--- src/rtl/ps2_pkg.sv ---
// Shared PS/2 constants and frame layout, also used by the downstream keyboard decoder.
package ps2_pkg;

    localparam int PS2_FRAME_BITS  = 11;
    localparam int PS2_DEPTH       = 8;
    localparam int PS2_TIMEOUT_CYC = 50000;

    // Wire order on the bus: start first, stop last (bit0 = start).
    typedef struct packed {
        logic       stop;
        logic       parity;
        logic [7:0] data;
        logic       start;
    } ps2_frame_t;

    function automatic logic frame_ok(input ps2_frame_t f);
        return !f.start && f.stop && (^{f.data, f.parity});
    endfunction

endpackage

--- src/rtl/sync_fifo.sv ---
// Show-ahead FIFO with extra-MSB pointers; storage is deliberately not reset.
module sync_fifo #(
    parameter int WIDTH = 8,
    parameter int DEPTH = 8
) (
    input  logic             clk,
    input  logic             clrn,
    input  logic             wr_en,
    input  logic [WIDTH-1:0] wr_data,
    input  logic             rd_en,
    output logic [WIDTH-1:0] rd_data,
    output logic             empty,
    output logic             full,
    output logic             drop
);

    localparam int AW = $clog2(DEPTH);

    logic [AW:0]      wr_ptr, rd_ptr;
    logic [WIDTH-1:0] mem [DEPTH];
    logic             do_wr, do_rd;

    assign empty = (wr_ptr == rd_ptr);
    assign full  = (wr_ptr[AW] != rd_ptr[AW]) && (wr_ptr[AW-1:0] == rd_ptr[AW-1:0]);

    // A pop in the same cycle frees the slot, so a write into a full FIFO still lands.
    assign do_rd = rd_en && !empty;
    assign do_wr = wr_en && (!full || do_rd);
    assign drop  = wr_en && !do_wr;

    assign rd_data = mem[rd_ptr[AW-1:0]];

    always_ff @(posedge clk or negedge clrn) begin
        if (!clrn) begin
            wr_ptr <= '0;
            rd_ptr <= '0;
        end else begin
            if (do_wr) wr_ptr <= wr_ptr + 1'b1;
            if (do_rd) rd_ptr <= rd_ptr + 1'b1;
        end
    end

    always_ff @(posedge clk) begin
        if (do_wr) mem[wr_ptr[AW-1:0]] <= wr_data;
    end

endmodule

--- src/rtl/ps2_rx_fifo.sv ---
// PS/2 keyboard receiver: synchronise, deserialise 11-bit frames, queue good scan codes.
module ps2_rx_fifo
    import ps2_pkg::*;
#(
    parameter int DEPTH       = PS2_DEPTH,
    parameter int TIMEOUT_CYC = PS2_TIMEOUT_CYC
) (
    input  logic       clk,
    input  logic       clrn,
    input  logic       ps2_clk,
    input  logic       ps2_data,
    input  logic       nextdata_n,
    output logic [7:0] data,
    output logic       ready,
    output logic       overflow,
    output logic       frame_err
);

    localparam int TW = $clog2(TIMEOUT_CYC + 1);
    localparam logic [3:0]    LAST_BIT = 4'(PS2_FRAME_BITS - 1);
    localparam logic [TW-1:0] TMO      = TW'(TIMEOUT_CYC);

    logic [2:0]                kclk_s;
    logic [1:0]                kdat_s;
    logic [PS2_FRAME_BITS-1:0] shreg;
    logic [3:0]                bitcnt;
    logic [TW-1:0]             tcnt;
    logic                      nd_q;
    logic                      fall, last, timeout, good;
    ps2_frame_t                frame;
    logic                      wr_en, rd_en, empty, full, drop;

    // Two flops to synchronise, the third holds the previous sample for edge detect.
    always_ff @(posedge clk or negedge clrn) begin
        if (!clrn) begin
            kclk_s <= 3'b111;
            kdat_s <= 2'b11;
        end else begin
            kclk_s <= {kclk_s[1:0], ps2_clk};
            kdat_s <= {kdat_s[0], ps2_data};
        end
    end

    assign fall    = kclk_s[2] && !kclk_s[1];
    assign last    = fall && (bitcnt == LAST_BIT);
    assign timeout = (bitcnt != 4'd0) && (tcnt == TMO);
    assign frame   = ps2_frame_t'({kdat_s[1], shreg[PS2_FRAME_BITS-1:1]});
    assign good    = frame_ok(frame);

    always_ff @(posedge clk or negedge clrn) begin
        if (!clrn) begin
            shreg  <= '0;
            bitcnt <= 4'd0;
        end else if (fall) begin
            shreg  <= frame;
            bitcnt <= last ? 4'd0 : bitcnt + 4'd1;
        end else if (timeout) begin
            bitcnt <= 4'd0;
        end
    end

    // Idle while no frame is in progress; a stalled frame is silently abandoned.
    always_ff @(posedge clk or negedge clrn) begin
        if (!clrn)                               tcnt <= '0;
        else if (fall || bitcnt == 4'd0 || timeout) tcnt <= '0;
        else                                     tcnt <= tcnt + 1'b1;
    end

    always_ff @(posedge clk or negedge clrn) begin
        if (!clrn) begin
            nd_q      <= 1'b1;
            frame_err <= 1'b0;
            overflow  <= 1'b0;
        end else begin
            nd_q      <= nextdata_n;
            frame_err <= last && !good;
            overflow  <= overflow || drop;
        end
    end

    assign wr_en = last && good;
    assign rd_en = nd_q && !nextdata_n;
    assign ready = !empty;

    sync_fifo #(.WIDTH(8), .DEPTH(DEPTH)) u_fifo (
        .clk     (clk),
        .clrn    (clrn),
        .wr_en   (wr_en),
        .wr_data (frame.data),
        .rd_en   (rd_en),
        .rd_data (data),
        .empty   (empty),
        .full    (full),
        .drop    (drop)
    );

endmodule

--- config.mk ---
export PLATFORM = sky130hd
export DESIGN_NAME = ps2_rx_fifo
export DESIGN_NICKNAME = d
export VERILOG_FILES = /design/src/rtl/ps2_pkg.sv /design/src/rtl/sync_fifo.sv /design/src/rtl/ps2_rx_fifo.sv
export SDC_FILE = /design/constraint.sdc
export NUM_CORES = 1
export LEC_CHECK = 0
export ABC_AREA = 1
export CAP_MARGIN = 20
export CORE_MARGIN = 10
export CORE_UTILIZATION = 47
export DETAILED_ROUTE_END_ITERATION = 16
export HOLD_SLACK_MARGIN = 0.03
export PLACE_DENSITY = 0.63
export SETUP_SLACK_MARGIN = 0.4
export SLEW_MARGIN = 20
export SYNTH_ARGS = -nofsm -noshare
export SYNTH_HDL_FRONTEND = slang
export SYNTH_SLANG_ARGS = --single-unit
export TNS_END_PERCENT = 1
--- constraint.sdc ---
create_clock -name clk -period 2.4 [get_ports clk]
set_clock_uncertainty 0.1 [all_clocks]
set_input_delay 0.36 -clock clk [delete_from_list [all_inputs] [get_ports clk]]
set_output_delay 0.36 -clock clk [all_outputs]
set_load 0.05 [all_outputs]
==> Word level (Yosys, flattened, before mapping) <==
Memories as Yosys holds them, arrays and structs flattened.
Cells that the tools add are included.
{ "word_totals": {"romBits": 0, "input_bits": 5, "regBits": 47, "ramBits": 64, "memories": 1, "latchBits": 0, "elab_cells": 53} }
{ "classes": {"n_mul": 0, "shifts": 0, "addsub": 4, "n_eq_ne": 5, "bitwise": 0, "n_reduce_logical": 27, "magnitude_cmp": 0, "muxes": 6, "div": 0} }
{ "memory_table": {"columns": ["memory", "depth", "width", "rd", "rd_clocked_by_memory_dff", "wr", "line", "rtl"], "rows": [
  ["u_fifo.mem", 8, 8, 1, 0, 1, "sync_fifo.sv:20", "logic [WIDTH-1:0] mem [DEPTH];"]
]} }
{ "ops": {"columns": ["cell", "n"], "rows": [
  ["adder 16 x 1 -> 16 bit, second input constant", 1],
  ["== test 16 bit, second input constant", 1],
  ["2-to-1 mux 16 bit", 1],
  ["adder 4 x 1 -> 4 bit, second input constant", 3],
  ["logical AND 1 bit", 12],
  ["2-to-1 mux 4 bit", 3],
  ["parity 9 bit", 1],
  ["zero test 1 bit", 7],
  ["== test 4 bit", 1],
  ["== test 4 bit, second input constant", 1],
  ["zero test 4 bit", 1],
  ["logical OR 1 bit", 4],
  ["nonzero test 4 bit", 1],
  ["== test 3 bit", 1],
  ["2-to-1 mux 1 bit", 2],
  ["nonzero test 2 bit", 1],
  ["!= test 1 bit", 1]
]} }

==> Logic depth before layout (Yosys ltp) <==
{ "logic_depth": {"depth_word": 8, "ltp_mapped": 12, "mapped_depth_nobuf": 12} }

==> Cells and area by module <==
From an unflattened synthesis, not the netlist that was laid out.
{ "unflattened": {"cells_unflattened": 478, "hier_area_um2": 4904.7} }
{ "by_module_without_submodules": {"columns": ["mod", "area_each_um2", "cells_each", "instances"], "rows": [
  ["sync_fifo", 3032.9, 262, 1],
  ["ps2_rx_fifo", 1871.8, 216, 1]
]} }

==> Least setup slack after synthesis <==
No wires, ideal clock.
{ "synth_timing": {"kind": "reg-to-output", "start": "register u_fifo.rd_ptr[0]", "end": "output data[6]", "t_arrival_ps": 1884, "slack_ps": 56, "required_ps": 1940, "path_stages_with_launch": 6, "cell_sequence": "dfrtp_1 > buf_2 > inv_1 > clkbuf_1 > o21ai_0 > a31oi_1"} }
{ "synth_via": {"elab_chain_len": 1} }
{ "synth_lines": {"columns": ["element", "line", "rtl"], "rows": [
  ["start, declared", "sync_fifo.sv:19", "logic [AW:0] wr_ptr, rd_ptr;"],
  ["start signal, assigned", "sync_fifo.sv:39", "if (do_rd) rd_ptr <= rd_ptr + 1'b1;"],
  ["memory read (8 x 8 bit)", null, null],
  ["end, declared", "ps2_rx_fifo.sv:13", "output logic [7:0] data,"]
]} }
No other way between the ends.

==> Worst setup path in the final report <==
{ "layout_timing": {"start": "register u_fifo.rd_ptr[0]", "end": "output data[2]"} }
Same word-level chain as after synthesis.

==> results by group <==
Placed design
  – DP Cell Count: 637
  – Cell Area, Placed: 0.00547 mm²
  – PortBufs: 15
  – Pre-CTS WS: 130 ps
  – Post-detail-place hpwl: 7440 µm
  – GP Congestion: about 0.9

Timing
  – Final setup viols: 0
  – Fin Hold WS: 263 ps
  – Fin crit period: 2280 ps
  – Final period util: 95.1%
  – Setup TNS: 0 ps
  – Final WS setup: between 100 and 150 ps
  – RSZ-0062 raised after global routing: true
  – Actual slew at the worst max-slew pin: 526 ps
  – Max-Slew Margin vs Limit: 64.8%
  – Max-slew violation count: 0
  – Fmax: 438 MHz
  – Final hold violation count: 0

Flow run
  – Max-Cap Viols: 0

Layout
  – ANT cells: 0
  – Fillers: roughly 860
  – Share of layout cells above drive strength 1: 27.8%
  – Fin area: 0.00604 mm²
  – Layout Cells excl Fill: around 660
  – Area delta synth->final: 22.3%
  – Final net count: roughly 530

Power and ir drop
  – Power Density: 1090 mW/mm²
  – Peak supply drop: between 700 and 800 µV
  – P_leak: 2.33 nW

Die
  – Starting Density: 48.1%
  – I/O Pins: 16
  – Die H: around 120 µm
  – Die width: 123 µm
  – Core Box Area: 0.0103 mm²
  – Cell row count: 37
  – Die area: between 0.015 and 0.02 mm²

Route
  – Via count: 3449
  – First drt pass iteration count: 4
  – Metal3 WL: around 640 µm
  – Iteration-0 DRC count of the detailed router: 273
  – Remaining DRCs: 0
  – ANT nets after route: 0
  – Total Wirelength: between 10000 and 15000 µm
  – Met1 wire length: 4880 µm
  – WL/cell: 16.5 µm
  – Met2 WL: 5280 µm
  – DR top layer: met4
  – Vias/cell: between 5 and 6

Min path
  – Worst Hold Launch: kdat_s[0]$_DFF_PN1_
  – Hold crit path type: reg -> reg

Critical path
  – Worst Setup SP: u_fifo.rd_ptr[0]$_DFFE_PN0P_
  – Critical path type: reg -> out
  – Startpoint types: register
  – Crit. End Element: output pin
  – CP Data Required Time: between 1500 and 2000 ps
  – Critical-path maximum fanout: 8
  – CP arrival: ~1800 ps
  – Worst r2r src: bitcnt[0]$_DFFE_PN0P_

Synth
  – Post-Syn Instances: 473
  – Register area share after synthesis: 62.3%
  – YS warnings: 0
  – Synth cell types: 34
  – Synth Cell Area: 0.00494 mm²
  – Biggest area consumer among synthesized cells: edfxtp_1
  – Top post-synthesis cells by area: edfxtp_1, dfrtp_1, nor2_1
  – Syn Nets: about 490
  – Post-Syn Area per Cell: ~10 µm²
  – Number of synthesized register bits: 110
  – Share of the synthesized area in the top cell type: 38.9%

Clocking
  – CTS tree: done
  – TritonCTS Sinks: 110
  – Clock transition at path regs: 100 ps
  – H-tree lvl count: 3
  – CTS buffer count: 9
  – Max clock buf depth: 2
  – Root Driver: clkbuf_8
  – Worst skew pair latency: 370 ps

Global routing
  – Tot GR Track Use: 14.7%
  – First-pass GRT wire length: 17300 µm
  – Vias in the first global route: 3373
  – GRT Residual Overflow: 0
  – Antenna violations before repair: 0
  – Pin count of the biggest net entering global routing: 20

Outcome
  – Status: finished clean
[metal layers]
layer,up-vias,track usage [%]
met1,1664,19.3
met4,0,4.86
met5,-,0
li1,1690,-
met3,7,2.98
met2,88,24.0
[path summary, 6_finish.rpt]
kind / to / slack, ps / cells past startpoint
setup reg to reg: u_fifo.mem[4][6]$_DFFE_PP_ / 320 / 7
max in group asynchronous: kclk_s[2]$_DFF_PN1_ / 1270 / 3
hold reg to reg: kdat_s[1]$_DFF_PN1_ / 260 / 0
min in group asynchronous: u_fifo.wr_ptr[2]$_DFFE_PN0P_ / 310 / 2
hold / removal: kdat_s[1]$_DFF_PN1_ / 260 / 0
setup / recovery: data[2] / 120 / 7
[layout by cell type, fill, tap and decap left out, types with 5 or more instances in the layout]
cell type / instances
nor2_1: 76
edfxtp_1: 64
nand2_1: 60
dfrtp_1: 39
inv_1: 38
buf_4: 28
o21ai_0: 16
o21ai_2: 14
o21ai_1: 13
nor2_2: 12
nand3_1: 12
nor3_1: 10
nor3_2: 9
clkbuf_8: 9
buf_6: 9
xor2_1: 8
xnor2_1: 8
a31oi_2: 8
nand4_1: 7
nand2_2: 7
ha_1: 7
o22ai_2: 6
nor4_1: 6
dfstp_2: 6
inv_2: 5
clkdlybuf4s50_1: 5
[where the power goes]
part | switching [mW] | internal (mW) | leakage, nW
Clock | 0.607 | 0.552 | 0.106
Sequential | 0.136 | 2.19 | 1.18
Combinational | 1.85 | 1.24 | 1.04
Total | 2.60 | 3.98 | 2.33
[registers in the layout, indices dropped and copies added, names as in the netlist]
signal	cells
u_fifo.mem	64
tcnt	16
shreg	10
bitcnt	4
u_fifo.rd_ptr	4
u_fifo.wr_ptr	4
kclk_s	3
kdat_s	2
frame_err	1
nd_q	1
overflow	1
[critical path: stages, from the launching register on]
cell      delay [ps]
dfrtp_2          450
clkinv_4         120
buf_12           160
o21ai_1          230
o22ai_2          120
nor2_1           140
a31oi_2           50
buf_6            170
[Yosys cell counts]
cell / instances
nand2_1: 60
or2_4: 1
ha_1: 7
nand3_1: 12
buf_2: 7
nor2_4: 3
clkinv_1: 1
xor2_1: 8
nor4b_2: 1
nor2_1: 83
inv_1: 40
a21oi_1: 4
nand4_4: 1
nor4_2: 1
o21ai_0: 45
nor3_2: 3
buf_6: 2
nand4_1: 7
nor4_1: 6
a31oi_1: 8
dfstp_2: 6
clkbuf_1: 6
inv_2: 4
edfxtp_1: 64
a21oi_4: 1
nand2_2: 7
xnor2_1: 8
o22ai_1: 10
inv_4: 1
nor2_2: 5
nand3_2: 4
nor3_1: 16
dfrtp_1: 40
o21bai_2: 1
[through the flow]
step	power, mW	utilization (%)
final	6.58	58.8
after global routing	6.94	58.8
after CTS	6.46	57.8
after detailed placement	4.74	53.2
after global placement	4.68	53.2
after floorplan	4.01	-
[layout make-up]
| type | instances | area (µm²) | area share, % |
|---|---|---|---|
| Clock buffer | 12 | 156 | 2.59 |
| Clock inverter | 4 | 52.6 | 0.869 |
| Inverter | 46 | 180 | 2.98 |
| Multi-Input combinational cell | 302 | 1830 | 30.3 |
| Sequential cell | 110 | 3080 | 51.0 |
| Tap cell | 136 | 170 | 2.82 |
| Timing Repair Buffer | 52 | 572 | 9.46 |
[logic make-up after synthesis]
family,synth area share [%]
AOI/OAI and AO/OA,7.80
xor gates and xnor gates,2.83
adders and majority gates,1.77
buffers and inverters,5.16
DFF,62.3
and+or+nand+nor,20.1
[what timing repair did]
action | in CTS | in global routing
hold buffers | 1 | 0
setup buffers | 3 | 1
resized for setup | 44 | 39
pin swaps | 15 | 13
cloned | 4 | 0
hold endpoints to repair | 12 | 0
setup endpoints to repair | 67 | 75
No activity file was read; power rests on OpenSTA's default activity.
